===== src/rtl/exp3_gravador_sequencia.sv =====
// Sequence recorder: writes one chaves value per jogada rising edge into
// consecutive RAM positions 0..N_POS-1, then raises pronto.
//
// Ports:
//   clock, reset       clock and synchronous active-high reset
//   iniciar            start (or restart) a recording pass
//   jogada, chaves     record button level and value to record
//   mem_we             one-cycle RAM write enable per recorded position
//   mem_endereco       RAM address (current position counter)
//   mem_dado           RAM write data (registered chaves)
//   gravando, pronto   recording in progress / full sequence written
//   db_estado          state code for the display
//   db_jogada          copy of jogada for the display
module exp3_gravador_sequencia #(
  parameter int N_POS  = 16,
  parameter int ADDR_W = 4,
  parameter int DATA_W = 4
) (
  input  logic              clock,
  input  logic              reset,
  input  logic              iniciar,
  input  logic              jogada,
  input  logic [DATA_W-1:0] chaves,
  output logic              mem_we,
  output logic [ADDR_W-1:0] mem_endereco,
  output logic [DATA_W-1:0] mem_dado,
  output logic              gravando,
  output logic              pronto,
  output logic [3:0]        db_estado,
  output logic              db_jogada
);

  typedef enum logic [3:0] {
    INICIAL    = 4'h0,
    PREPARACAO = 4'h1,
    ESPERA     = 4'h2,
    GRAVA      = 4'h4,
    PROXIMO    = 4'h5,
    FIM        = 4'hF
  } estado_t;

  localparam logic [ADDR_W-1:0] ULTIMO = ADDR_W'(N_POS - 1);

  estado_t           estado_q, estado_d;
  logic [ADDR_W-1:0] cont_q, cont_d;
  logic [DATA_W-1:0] dado_q, dado_d;
  logic              jog_prev_q;
  logic              borda;

  // Rising edge of the button level; a held button gives one edge only.
  assign borda = jogada & ~jog_prev_q;

  always_ff @(posedge clock) begin
    if (reset) begin
      estado_q   <= INICIAL;
      cont_q     <= '0;
      dado_q     <= '0;
      jog_prev_q <= 1'b0;
    end else begin
      estado_q   <= estado_d;
      cont_q     <= cont_d;
      dado_q     <= dado_d;
      jog_prev_q <= jogada;
    end
  end

  always_comb begin
    estado_d = estado_q;
    cont_d   = cont_q;
    dado_d   = dado_q;
    unique case (estado_q)
      INICIAL: begin
        if (iniciar) estado_d = PREPARACAO;
      end
      PREPARACAO: begin
        cont_d   = '0;
        dado_d   = '0;
        estado_d = ESPERA;
      end
      ESPERA: begin
        if (borda) begin
          dado_d   = chaves;
          estado_d = GRAVA;
        end
      end
      GRAVA: begin
        estado_d = PROXIMO;
      end
      PROXIMO: begin
        // Counter stops at the last position; it never wraps.
        if (cont_q == ULTIMO) begin
          estado_d = FIM;
        end else begin
          cont_d   = cont_q + 1'b1;
          estado_d = ESPERA;
        end
      end
      FIM: begin
        if (iniciar) estado_d = PREPARACAO;
      end
      default: begin
        estado_d = INICIAL;
      end
    endcase
  end

  assign mem_we       = (estado_q == GRAVA);
  assign mem_endereco = cont_q;
  assign mem_dado     = dado_q;
  assign gravando     = (estado_q == PREPARACAO) ||
                        (estado_q == ESPERA) ||
                        (estado_q == GRAVA) ||
                        (estado_q == PROXIMO);
  assign pronto       = (estado_q == FIM);
  assign db_estado    = estado_q;
  assign db_jogada    = jogada;

endmodule

===== config.mk =====
export PLATFORM = sky130hd
export DESIGN_NAME = exp3_gravador_sequencia
export DESIGN_NICKNAME = d
export VERILOG_FILES = /design/src/rtl/exp3_gravador_sequencia.sv
export SDC_FILE = /design/constraint.sdc
export NUM_CORES = 1
export LEC_CHECK = 0
export CAP_MARGIN = 10
export CELL_PAD_IN_SITES_DETAIL_PLACEMENT = 1
export CELL_PAD_IN_SITES_GLOBAL_PLACEMENT = 1
export CORE_AREA = 2 2 54 56
export CTS_BUF_LIST = sky130_fd_sc_hd__clkbuf_8 sky130_fd_sc_hd__clkbuf_16
export DETAILED_ROUTE_END_ITERATION = 6
export DIE_AREA = 0 0 56 58
export PLACE_DENSITY_LB_ADDON = 0.1
export SYNTH_ARGS = -nofsm -noshare
export SYNTH_HDL_FRONTEND = slang
export SYNTH_SLANG_ARGS = --single-unit
export TNS_END_PERCENT = 100

===== constraint.sdc =====
create_clock -name clock -period 1.7 [get_ports clock]
set_clock_uncertainty 0.2 [all_clocks]
set_input_delay 0.34 -clock clock [delete_from_list [all_inputs] [get_ports clock]]
set_output_delay 0.34 -clock clock [all_outputs]
set_load 0.01 [all_outputs]

# Word-level counts from Yosys, hierarchy flattened
# Index checks and enable logic that the tools add are counted.
dict set report classes {
  n_lt_le_gt_ge 0
  bitwise 2
  mul 0
  addsub 1
  div_mod_pow 0
  eq_ne 9
  shifts 0
  reduce_logical 10
  muxes 8
}
# op count
set ops {}
lappend ops {{4-bit 2-to-1 mux} 5}
lappend ops {{4-bit case mux with 5 select lines} 1}
lappend ops {{4-bit case mux with 2 select lines} 2}
lappend ops {{4-bit by 3-bit equality test with 1-bit output (second input constant)} 2}
lappend ops {{4-bit equality test (second input constant)} 2}
lappend ops {{2-bit AND reduction} 3}
lappend ops {{4-bit by 1-bit adder with 4-bit output (second input constant)} 1}
lappend ops {{4-bit by 1-bit equality test with 1-bit output (second input constant)} 1}
lappend ops {{4-bit by 2-bit equality test with 1-bit output (second input constant)} 1}
lappend ops {{4-bit logical NOT} 1}
lappend ops {{2-bit != test (second input constant)} 2}
lappend ops {{2-bit nonzero test} 2}
lappend ops {{1-bit logical OR} 3}
lappend ops {{2-bit by 1-bit != test with 1-bit output (second input constant)} 1}
lappend ops {{2-bit OR reduction} 1}
lappend ops {{1-bit AND} 1}
lappend ops {{1-bit NOT} 1}
dict set report totals {
  latchBits 0
  mem_count 0
  elab_cells 34
  rom_bits 0
  ramBits 0
  output_inout_bits 16
  in_bits 8
  ff_bits 13
}

# Longest topological paths before layout
dict set report depth {
  ltp_word 4
  mapped_depth 5
}

# Worst setup path before layout
# OpenSTA, ideal clock, no wires.
dict set report synth_path {
  kind {reg-to-reg}
  start {register cont_q[0] (netlist: mem_endereco[0])}
  end {register cont_q[3] (netlist: mem_endereco[3])}
  path_slack_ns -0.031
  period_less_slack_ns 1.731
  setup_time_ns 0.074
  n_path_buf 0
  t_arrival_ns 1.456
  required_time_ns 1.426
  stages_incl_launch_ff 6
  cell_sequence {dfxtp_1 > ha_1 > nand4_2 > nand4_1 > or4b_1 > a31oi_1}
}
dict set report synth_between {
  elab_chain_cells 3
  elab_cells_between_ends 6
  cone_classes {add/sub: 1; eq/ne: 2; mux: 2; reduce/logical: 1}
}
# element line
set synth_rtl {}
lappend synth_rtl {{from (decl)} 45} ;# logic [ADDR_W-1:0] cont_q, cont_d;
lappend synth_rtl {{from (signal assigned)} 61} ;# cont_q <= cont_d;
lappend synth_rtl {{4-bit by 1-bit adder with 4-bit output or 4-bit equality test (tied branches)} {94, 91}}
lappend synth_rtl {{4-bit 2-to-1 mux or 2-bit != test (tied branches)} --}
lappend synth_rtl {{4-bit case mux with 2 select lines or 2-bit AND reduction (tied branches)} --}
# Parallel ways exist; a longest one is shown, timed or not. The select of a mux whose other input is x is not followed.
# A chain may end at the register's enable or synchronous reset.

# Worst setup path after layout
dict set report layout_path {
  start {register dado_q[2] (netlist: mem_dado[2])}
  end {output port mem_dado[2]}
}
# element line
set layout_rtl {}
lappend layout_rtl {{from (decl)} 46} ;# logic [DATA_W-1:0] dado_q, dado_d;
lappend layout_rtl {{from (signal assigned)} 62} ;# dado_q <= dado_d;
lappend layout_rtl {{to (decl)} 26} ;# output logic [DATA_W-1:0] mem_dado,
# No word-level cell between the ends.

==> run metrics <==
vias in the first global route 848; register area share after synthesis 0.3624; worst hold path cell count 2; total congestion overflow after global routing 0; count of routing violations after the opening detailed-route iteration 1; antenna violations before repair 0; RSZ-0062 raised after global routing false; metal1 wirelength 990 um; maximum capacitance violations 0; library cell with the largest summed area after synthesis sky130_fd_sc_hd__dfxtp_1; classification of the worst setup path flop to output port; per-cell routed wire length 13.78 um; latest clock arrival within the worst-skew pair 250 ps; total wire length 2.246 mm; final weighted congestion in routability-driven placement roughly 0.74; synthesized instance count 83; Worst setup SP type flop; instance count after placement with tap cells included roughly 160; FF+latch count, synth 13; crit share post-route 0.9828; CTS Buf Count 3; Chip Height 58 um; count of input and output buffers 23; worst setup slack after placement -250.9 ps; number of optimization iterations in the first detailed-route pass 2; Chip Width approximately 56 um; CP endpoint mem_dado[2]; per-instance average area after synthesis 8.653 um^2; count of inserted antenna diode cells 0; synthesis-to-layout area growth 69.34%; reg2reg end mem_endereco[3]$_SDFFE_PP0P_; Crit-path slowest cell sky130_fd_sc_hd__clkdlybuf4s50_1; wire length of the first global-routing pass 3.870 mm; Post-Synth XOR/XNOR Area 0.02439; pin count of the biggest net entering global routing 12; first element of the critical path mem_dado[2]$_SDFFE_PP0P_; final-report max-slew violation count 0; type of the most critical hold path flop to flop; clock edge transition at the registers on the reported setup and hold paths about 60 ps; minimum setup slack among reg-to-reg paths roughly 100 ps; cell area power density 924.0 nW/um^2; DRT antenna net count 0; Clk Tree Root Cell sky130_fd_sc_hd__clkbuf_8; area share of the leading cell type in the synthesized netlist 0.3624; leakage power 0.5492 nW; worst reg2reg path startpoint mem_endereco[0]$_SDFFE_PP0P_; largest incremental delay on the critical path ~540 ps; post-route core utilization 0.4568; topmost layer with routed signal wires met4; H-tree levels 1; drt via density between 4 and 5; starting density of the core 0.2697; clock buffer depth 2; status complete, no violations; endpoint required time on the critical path 1160 ps; arithmetic-cell share of the synthesized area counting full adders, half adders and majority gates 0.01742; Sinks on Clock Net 13; EDFF count, synth 0; complex-gate fraction of the synthesized area 0.2213; final period demand of the worst path ~1700 ps; DIE AREA 3248 um^2; final number of setup-violating endpoints 0; Post-synth ARST share 0; normalized max-slew margin 0.8330; most instantiated cells after synthesis 13 x sky130_fd_sc_hd__dfxtp_1, 12 x sky130_fd_sc_hd__nand2_1, 10 x sky130_fd_sc_hd__a21oi_1; TritonCTS clock tree done; Detail Route met3 WL around 60 um; count of buffering cells on the critical path with inverters included 1; commonest register cell after synthesis sky130_fd_sc_hd__dfxtp_1; total DRC errors in the routed layout 0; worst-path fanout max 2; global-route usage over all layers 0.1542; post-route cell area 1216 um^2; overall via count from detail_route 802; Peak Freq 0.5985 GHz; most area-consuming cells after synthesis sky130_fd_sc_hd__dfxtp_1 36%, sky130_fd_sc_hd__a21oi_1 7.0%, sky130_fd_sc_hd__nand2_1 6.3%; proportion of synthesized area in mux cells 0; post-DP HPWL 1.699 mm; Core Box Area 2663 um^2; number of cell rows 19; Hold Fails Final Rpt 0; number of warnings issued by yosys 0; cell with the most instances after synthesis sky130_fd_sc_hd__dfxtp_1; share of cells above drive strength 1 0.3561; min setup slack post-route 29.16 ps; slew of the pin with the lowest slew margin 247.0 ps; post-synthesis instance area 718.2 um^2; placed standard-cell area 1135 um^2; Top delay family on crit path buffers and inverters; post-route insts no fill 163; WL met2 1.154 mm; main combinational cell family by area after synthesis simple AND/OR/NAND/NOR gates; syn_nets 92; CP Cell Sequence clkdlybuf4s50_1; library cells used by synthesis 36; count of boundary I/O pins 24; logic depth of the worst path, buffers included 1; worst endpoint data arrival time approximately 1100 ps; depth of the most critical reg-to-reg path 5; worst supply voltage drop on vdd 497.2 uV; element type at the critical path end output port; net count reported at finish 142; simple-gate share of the synthesized area 0.3101
[metrics by stage]
stage	total power, mW	TNS, ps	hold slack [ps]
5_1_grt	1.200	0	287.3
2_1_floorplan	0.5734	0	211.6
3_5_place_dp	0.8176	-947.0	250.6
4_1_cts	1.125	-2.572	260.3
3_3_place_gp	0.8102	-708.5	240.0
6_report	1.124	0	251.9
[worst min-delay path by stage]
stage	slack [ps]	endpoint	startpoint
6_report	250	mem_dado[0]$_SDFFE_PP0P_	mem_dado[0]$_SDFFE_PP0P_
5_1_grt	290	mem_dado[0]$_SDFFE_PP0P_	mem_dado[0]$_SDFFE_PP0P_
4_1_cts	260	mem_dado[0]$_SDFFE_PP0P_	mem_dado[0]$_SDFFE_PP0P_
3_5_place_dp	250	mem_dado[1]$_SDFFE_PP0P_	mem_dado[1]$_SDFFE_PP0P_
3_3_place_gp	240	mem_dado[0]$_SDFFE_PP0P_	mem_dado[0]$_SDFFE_PP0P_
2_1_floorplan	210	jog_prev_q$_SDFF_PP0_	reset
[worst min-delay path, cell delays in order, from the launching register on]
cell                      delay (ps)
sky130_fd_sc_hd__dfxtp_1         310
sky130_fd_sc_hd__nand2_1          50
sky130_fd_sc_hd__a21oi_1          50
[layer usage]
| metal | vias up | global-route usage |
|---|---|---|
| met2 | 13 | 0.2672 |
| met3 | 4 | 0.02232 |
| li1 | 404 | - |
| met4 | 0 | 0.08163 |
| met5 | - | 0 |
| met1 | 381 | 0.1857 |
[cell families (layout without fill, tap and decap cells)]
group | count (synthesis) | in the layout
simple gates | 35 | 35
compound gates | 25 | 25
buf+inv | 7 | 56
fa+ha+maj | 1 | 1
xor+xnor | 2 | 2
flops | 13 | 13
[power breakdown]
| group | internal (mW) | switching (mW) |
|---|---|---|
| Sequential | 0.332 | 0.0274 |
| Clock | 0.160 | 0.121 |
| Combinational | 0.261 | 0.223 |
[final cells by class]
class / instances / area [um^2]
fill: 312 / 1446
clock buffer: 3 / 41.29
timing repair buffer: 51 / 429.2
sequential: 13 / 271.5
tap: 31 / 38.79
multi-input combinational: 63 / 427.9
inverter: 1 / 3.754
clock inverter: 1 / 3.754
[timing repair]
action	in CTS	in global routing
setup buffers	1	2
setup endpoints to repair	12	7
pin swaps	3	3
hold buffers	0	0
resized for setup	31	6
[layout by cell type (no fill, tap or decap), types with 2 or more instances in the layout]
cell,count
sky130_fd_sc_hd__buf_4,25
sky130_fd_sc_hd__nand2_1,12
sky130_fd_sc_hd__a21oi_1,10
sky130_fd_sc_hd__clkdlybuf4s50_1,10
sky130_fd_sc_hd__dfxtp_1,8
sky130_fd_sc_hd__dlygate4sd2_1,8
sky130_fd_sc_hd__nor2_1,5
sky130_fd_sc_hd__o2111ai_1,4
sky130_fd_sc_hd__nand4_1,3
sky130_fd_sc_hd__clkbuf_8,3
sky130_fd_sc_hd__dfxtp_2,3
sky130_fd_sc_hd__buf_2,3
sky130_fd_sc_hd__buf_6,3
sky130_fd_sc_hd__inv_1,2
sky130_fd_sc_hd__a31oi_1,2
sky130_fd_sc_hd__nor2b_1,2
sky130_fd_sc_hd__o21ai_0,2
sky130_fd_sc_hd__dfxtp_4,2
[sequential cells by signal (all words and copies together), names as in the netlist]
signal,count
db_estado,4
jog_prev_q,1
mem_dado,4
mem_endereco,4
(Power assumes the default switching activity.)
